===== src/rtl/gf180mcu_fd_sc_mcu9t5v0__sipo4_if.sv =====
// gf180mcu_fd_sc_mcu9t5v0__sipo4_if: serial-in and parallel-out handshake bundle for the sipo4 expander.
interface gf180mcu_fd_sc_mcu9t5v0__sipo4_if;
    logic D;
    logic DV;
    logic DR;
    logic Q1;
    logic Q2;
    logic Q3;
    logic Q4;
    logic QV;
    logic QR;
    logic ZN;
    modport master (output D, DV, QR, input DR, Q1, Q2, Q3, Q4, QV, ZN);
    modport slave (input D, DV, QR, output DR, Q1, Q2, Q3, Q4, QV, ZN);
endinterface


===== src/rtl/gf180mcu_fd_sc_mcu9t5v0__sipo4.sv =====
// gf180mcu_fd_sc_mcu9t5v0__sipo4: 1-to-4 serial-in/parallel-out expander with valid/ready handshakes.
// Define GF180MCU_FD_SC_MCU9T5V0__SIPO4_ZDET_EN to drive ZN as the NOR of the held word.
module gf180mcu_fd_sc_mcu9t5v0__sipo4 (
    input logic CLK,
    input logic RN,
    gf180mcu_fd_sc_mcu9t5v0__sipo4_if.slave bus
);
    typedef enum logic {EMPTY, FULL} state_t;
    state_t state;
    logic [1:0] cnt;
    logic [2:0] s;
    logic [3:0] q;
    logic s_xfer;
    logic p_xfer;
    logic last;
    // Only the 4th bit stalls, and only while the held word is not being taken this cycle.
    assign bus.DR = !(cnt == 2'd3 && state == FULL && !bus.QR);
    assign s_xfer = bus.DV & bus.DR;
    assign p_xfer = (state == FULL) & bus.QR;
    assign last = s_xfer & (cnt == 2'd3);
    always_ff @(posedge CLK or negedge RN) begin
        if (!RN) begin
            state <= EMPTY;
            cnt <= 2'd0;
            s <= 3'd0;
            q <= 4'd0;
        end else begin
            if (s_xfer) cnt <= cnt + 2'd1;
            if (s_xfer && !last) s <= {cnt == 2'd2 ? bus.D : s[2], cnt == 2'd1 ? bus.D : s[1], cnt == 2'd0 ? bus.D : s[0]};
            if (last) q <= {bus.D, s};
            state <= last ? FULL : (p_xfer ? EMPTY : state);
        end
    end
    assign bus.QV = (state == FULL);
    assign bus.Q1 = q[0];
    assign bus.Q2 = q[1];
    assign bus.Q3 = q[2];
    assign bus.Q4 = q[3];
`ifdef GF180MCU_FD_SC_MCU9T5V0__SIPO4_ZDET_EN
    assign bus.ZN = ~|q;
`else
    assign bus.ZN = 1'b0;
`endif
endmodule

===== src/flat_wrapper.sv =====
// flat-port wrapper written by rule: the top's interface ports become plain ports
module gf180mcu_fd_sc_mcu9t5v0__sipo4_flat 
  (CLK, RN, bus_D, bus_DV, bus_QR, bus_DR, bus_Q1, bus_Q2, bus_Q3, bus_Q4, bus_QV, bus_ZN);
  gf180mcu_fd_sc_mcu9t5v0__sipo4_if bus_i ();
  input logic CLK;
  input logic RN;
  input wire logic [$bits(bus_i.D)-1:0] bus_D;
  input wire logic [$bits(bus_i.DV)-1:0] bus_DV;
  input wire logic [$bits(bus_i.QR)-1:0] bus_QR;
  output wire logic [$bits(bus_i.DR)-1:0] bus_DR;
  output wire logic [$bits(bus_i.Q1)-1:0] bus_Q1;
  output wire logic [$bits(bus_i.Q2)-1:0] bus_Q2;
  output wire logic [$bits(bus_i.Q3)-1:0] bus_Q3;
  output wire logic [$bits(bus_i.Q4)-1:0] bus_Q4;
  output wire logic [$bits(bus_i.QV)-1:0] bus_QV;
  output wire logic [$bits(bus_i.ZN)-1:0] bus_ZN;
  assign bus_i.D = bus_D;
  assign bus_i.DV = bus_DV;
  assign bus_i.QR = bus_QR;
  assign bus_DR = bus_i.DR;
  assign bus_Q1 = bus_i.Q1;
  assign bus_Q2 = bus_i.Q2;
  assign bus_Q3 = bus_i.Q3;
  assign bus_Q4 = bus_i.Q4;
  assign bus_QV = bus_i.QV;
  assign bus_ZN = bus_i.ZN;
  gf180mcu_fd_sc_mcu9t5v0__sipo4 u_core (.CLK(CLK), .RN(RN), .bus(bus_i));
endmodule

===== config.mk =====
export PLATFORM = sky130hd
export DESIGN_NAME = gf180mcu_fd_sc_mcu9t5v0__sipo4_flat
export DESIGN_NICKNAME = d
export VERILOG_FILES = /design/src/rtl/gf180mcu_fd_sc_mcu9t5v0__sipo4_if.sv /design/src/rtl/gf180mcu_fd_sc_mcu9t5v0__sipo4.sv /design/src/flat_wrapper.sv
export SDC_FILE = /design/constraint.sdc
export NUM_CORES = 1
export LEC_CHECK = 0
export BUFFER_PORTS_ARGS = -buffer_cell sky130_fd_sc_hd__buf_4
export CAP_MARGIN = 20
export CORE_AREA = 2 2 39 41
export DETAILED_ROUTE_END_ITERATION = 10
export DIE_AREA = 0 0 41 43
export GPL_TIMING_DRIVEN = 1
export MAX_ROUTING_LAYER = met4
export SETUP_SLACK_MARGIN = 0.5
export SKIP_CTS_REPAIR_TIMING = 1
export SLEW_MARGIN = 25
export SYNTH_ARGS = -nofsm -noshare
export SYNTH_HDL_FRONTEND = slang
export SYNTH_SLANG_ARGS = --single-unit

===== constraint.sdc =====
create_clock -name CLK -period 1.2 [get_ports CLK]
set_input_delay 0.18 -clock CLK [delete_from_list [all_inputs] [get_ports CLK]]
set_output_delay 0.18 -clock CLK [all_outputs]
set_load 0.01 [all_outputs]

==> results.py <==
metrics = {
    "floorplanning": {
        "core_sq_um": 1380,
        "die-width_microns": 41,
        "num_rows": 14,
        "initial_core_util_pct": 34.3,
        "io_pins": 12,
        "fp.dieArea_sq_um": 1760,
        "die_h_microns": 43,
    },
    "clock_tree": {
        "clock-sinks": 10,
        "insertion_delay_ps": 260,
        "cts_buffers": 3,
        "path_clk_slew_ps": 70,
        "htree_levels": 1,
        "clock-root-buffer": "clkbuf_4",
        "cts_tree": "yes",
        "clockBufferDepth": 2,
    },
    "drt": {
        "met3_length_microns": 51,
        "wl_met2_microns": 417,
        "maxUsedRoutingLayer": "met4",
        "wl_microns": 853,
        "wl_per_cell_microns": 11.8,
        "ant_nets": 0,
        "drc": 0,
        "vias": 324,
        "dr.pass1.iters": 2,
        "via_per_inst": 4.50,
        "met1_length_microns": 373,
        "drt-initial-drc-count": 2,
    },
    "sta": {
        "min_period_ps": 1290,
        "setup_ws_ps": -93.9,
        "setup_viol": 9,
        "drv_slew": 0,
        "fin_skew_ps": 2.01,
        "rsz0062_at_grt": "true",
        "fmax_ghz": 0.773,
        "hold_viol_final": 0,
        "worst_hold_slack_ps": 127,
        "post-route-period-util_pct": 108,
    },
    "yosys": {
        "synth.area.top_cells": "dfrtp_1 53%, mux2_2 19%, ha_1 11%",
        "synth.avg_cell_area_sq_um": 12.5,
        "synthDistinctLibCells": 12,
        "ys_warn_count": 0,
        "synthesis.area_sq_um": 474,
        "synth_area_leader_cell": "dfrtp_1",
        "seq_area_frac_synth_pct": 52.8,
        "ys_ff_latch": 10,
        "async_reset_ff_share_pct": 100,
        "yosysMostFrequentCell": "dfrtp_1",
        "netlist.area_leader.share_pct": 52.8,
        "synthFlopType": "dfrtp_1",
        "synth_edf_count": 0,
        "synth_nets": 47,
        "postSynthCellCount": 38,
        "synthTopCellsByCount": "10 x dfrtp_1, 8 x mux2_2, 5 x nand2_1, 4 x ha_1, 4 x inv_1",
    },
    "layout": {
        "diodes": 0,
        "final_nets": 66,
        "drive_gt1_share_pct": 66.1,
        "multiInputGateArea_sq_um": 256,
        "n_fill_cell": 123,
        "area.sequential_sq_um": 250,
        "finalInstanceArea_sq_um": 712,
        "syn_to_final_growth_pct": 50.1,
    },
    "power_and_ir_drop": {
        "power.leakage_nw": 0.347,
        "vdd_ir_drop_max_mv": 1.14,
        "power_density_nw_per_um2": 2520,
    },
    "critical_path": {
        "critical_path.max_fanout": 3,
        "reg2reg_slack_ps": -90,
        "setup.worst_path.class": "register to register",
        "critPathRequiredTime_ps": 1340,
        "cp_num_buf_inv": 0,
        "critPathMaxStageDelay_ps": 420,
        "slowest_stage": "dfrtp_1",
        "start_kind": "register",
        "critPathCaptureType": "register",
        "path_delay_family": "flip-flops",
        "arrival_ps": 1440,
        "path_cells": "ha_4 > and2b_2 > nand2_2 > mux2_4",
    },
    "status": {
        "violations": "negative setup slack",
        "outcome": "complete, but fails checks",
    },
    "worst_hold_path": {
        "hp-class": "primary input to register",
    },
    "global_routing": {
        "grt_pass1_wl_mm": 1.45,
        "grtUsageTotal_pct": 13.0,
        "grt.overflow.total": 0,
        "antenna_found_initial": 0,
        "grt_pass1_vias": 359,
        "grt_max_degree": 11,
    },
    "place": {
        "pre_cts_ws_ps": -105,
        "numPortBuffers": 10,
        "place.gp.congestion": 0.632,
        "postPlaceCellArea_sq_um": 607,
    },
    "job": {
        "drv_cap": 0,
    },
}
==> kinds of logic after synthesis <==
family	synth area share (%)
other	0.791
AO/OA/AOI/OAI	2.90
buffers and inverters	4.75
adder cells (fa/ha/maj)	10.6
XOR/XNOR	1.85
flip-flops	52.8
AND/OR/NAND/NOR	7.39
multiplexers	19.0
==> area by class of cell <==
class	instances	area share, %
multi-input combinational	23	36.0
timing repair buffer	15	18.8
tap	16	2.81
sequential	10	35.1
clock buffer	4	5.10
inverter	4	2.11
==> through the flow <==
stage / utilization (%) / cells / TNS [ps] / total power [mW]
2_1_floorplan: - / 38 / -595 / 1.04
3_3_place_gp: 43.9 / 66 / -533 / 1.32
3_5_place_dp: 43.9 / 66 / -601 / 1.33
4_1_cts: 46.5 / 70 / -888 / 1.65
5_1_grt: 51.4 / 72 / -1230 / 1.93
6_report: 51.4 / 72 / -762 / 1.79
==> final timing paths <==
kind / end / start / cells after the start
min in group asynchronous: u_core.cnt[1] / RN / 2
worst min register to register: u_core.s[0] / u_core.s[0] / 1
max in group asynchronous: u_core.bus.QV / RN / 2
worst max register to register: u_core.s[0] / u_core.cnt[0] / 4
worst min-delay path: u_core.bus.QV / bus_QR / 2
worst max-delay path: u_core.s[0] / u_core.cnt[0] / 4
==> state kept, by name, summed over array words and instances (netlist names) <==
signal and count:
u_core.s 3, u_core.q 4, u_core.bus.QV 1, u_core.cnt 2
==> worst reg2reg max path, stage by stage (launching register included) <==
cell     delay (ps)
dfrtp_1         420
ha_4            180
and2b_2         250
nand2_2          60
mux2_4          290
==> cells in the final DEF (no fill, tap or decap), types with 2 or more instances in the layout <==
cell,synthesis,final
ha_1,4,2
buf_4,1,9
clkbuf_4,0,3
nand2_2,0,4
inv_2,0,2
inv_1,4,2
mux2_2,8,4
mux2_4,0,4
dfrtp_1,10,10
buf_6,0,5
==> report_power, final <==
part           leakage [nW]  switching, mW  internal (mW)
combinational         0.206          0.312          0.537
clock                0.0210          0.112          0.184
sequential            0.120          0.137          0.510
total                 0.347          0.560           1.23
==> metal layers <==
layer | track usage [%] | vias up
met5 | - | -
met4 | 8.00 | 0
met3 | 4.71 | 2
met2 | 19.7 | 10
met1 | 13.8 | 153
li1 | - | 159
Power figures use the tool's default switching activity.
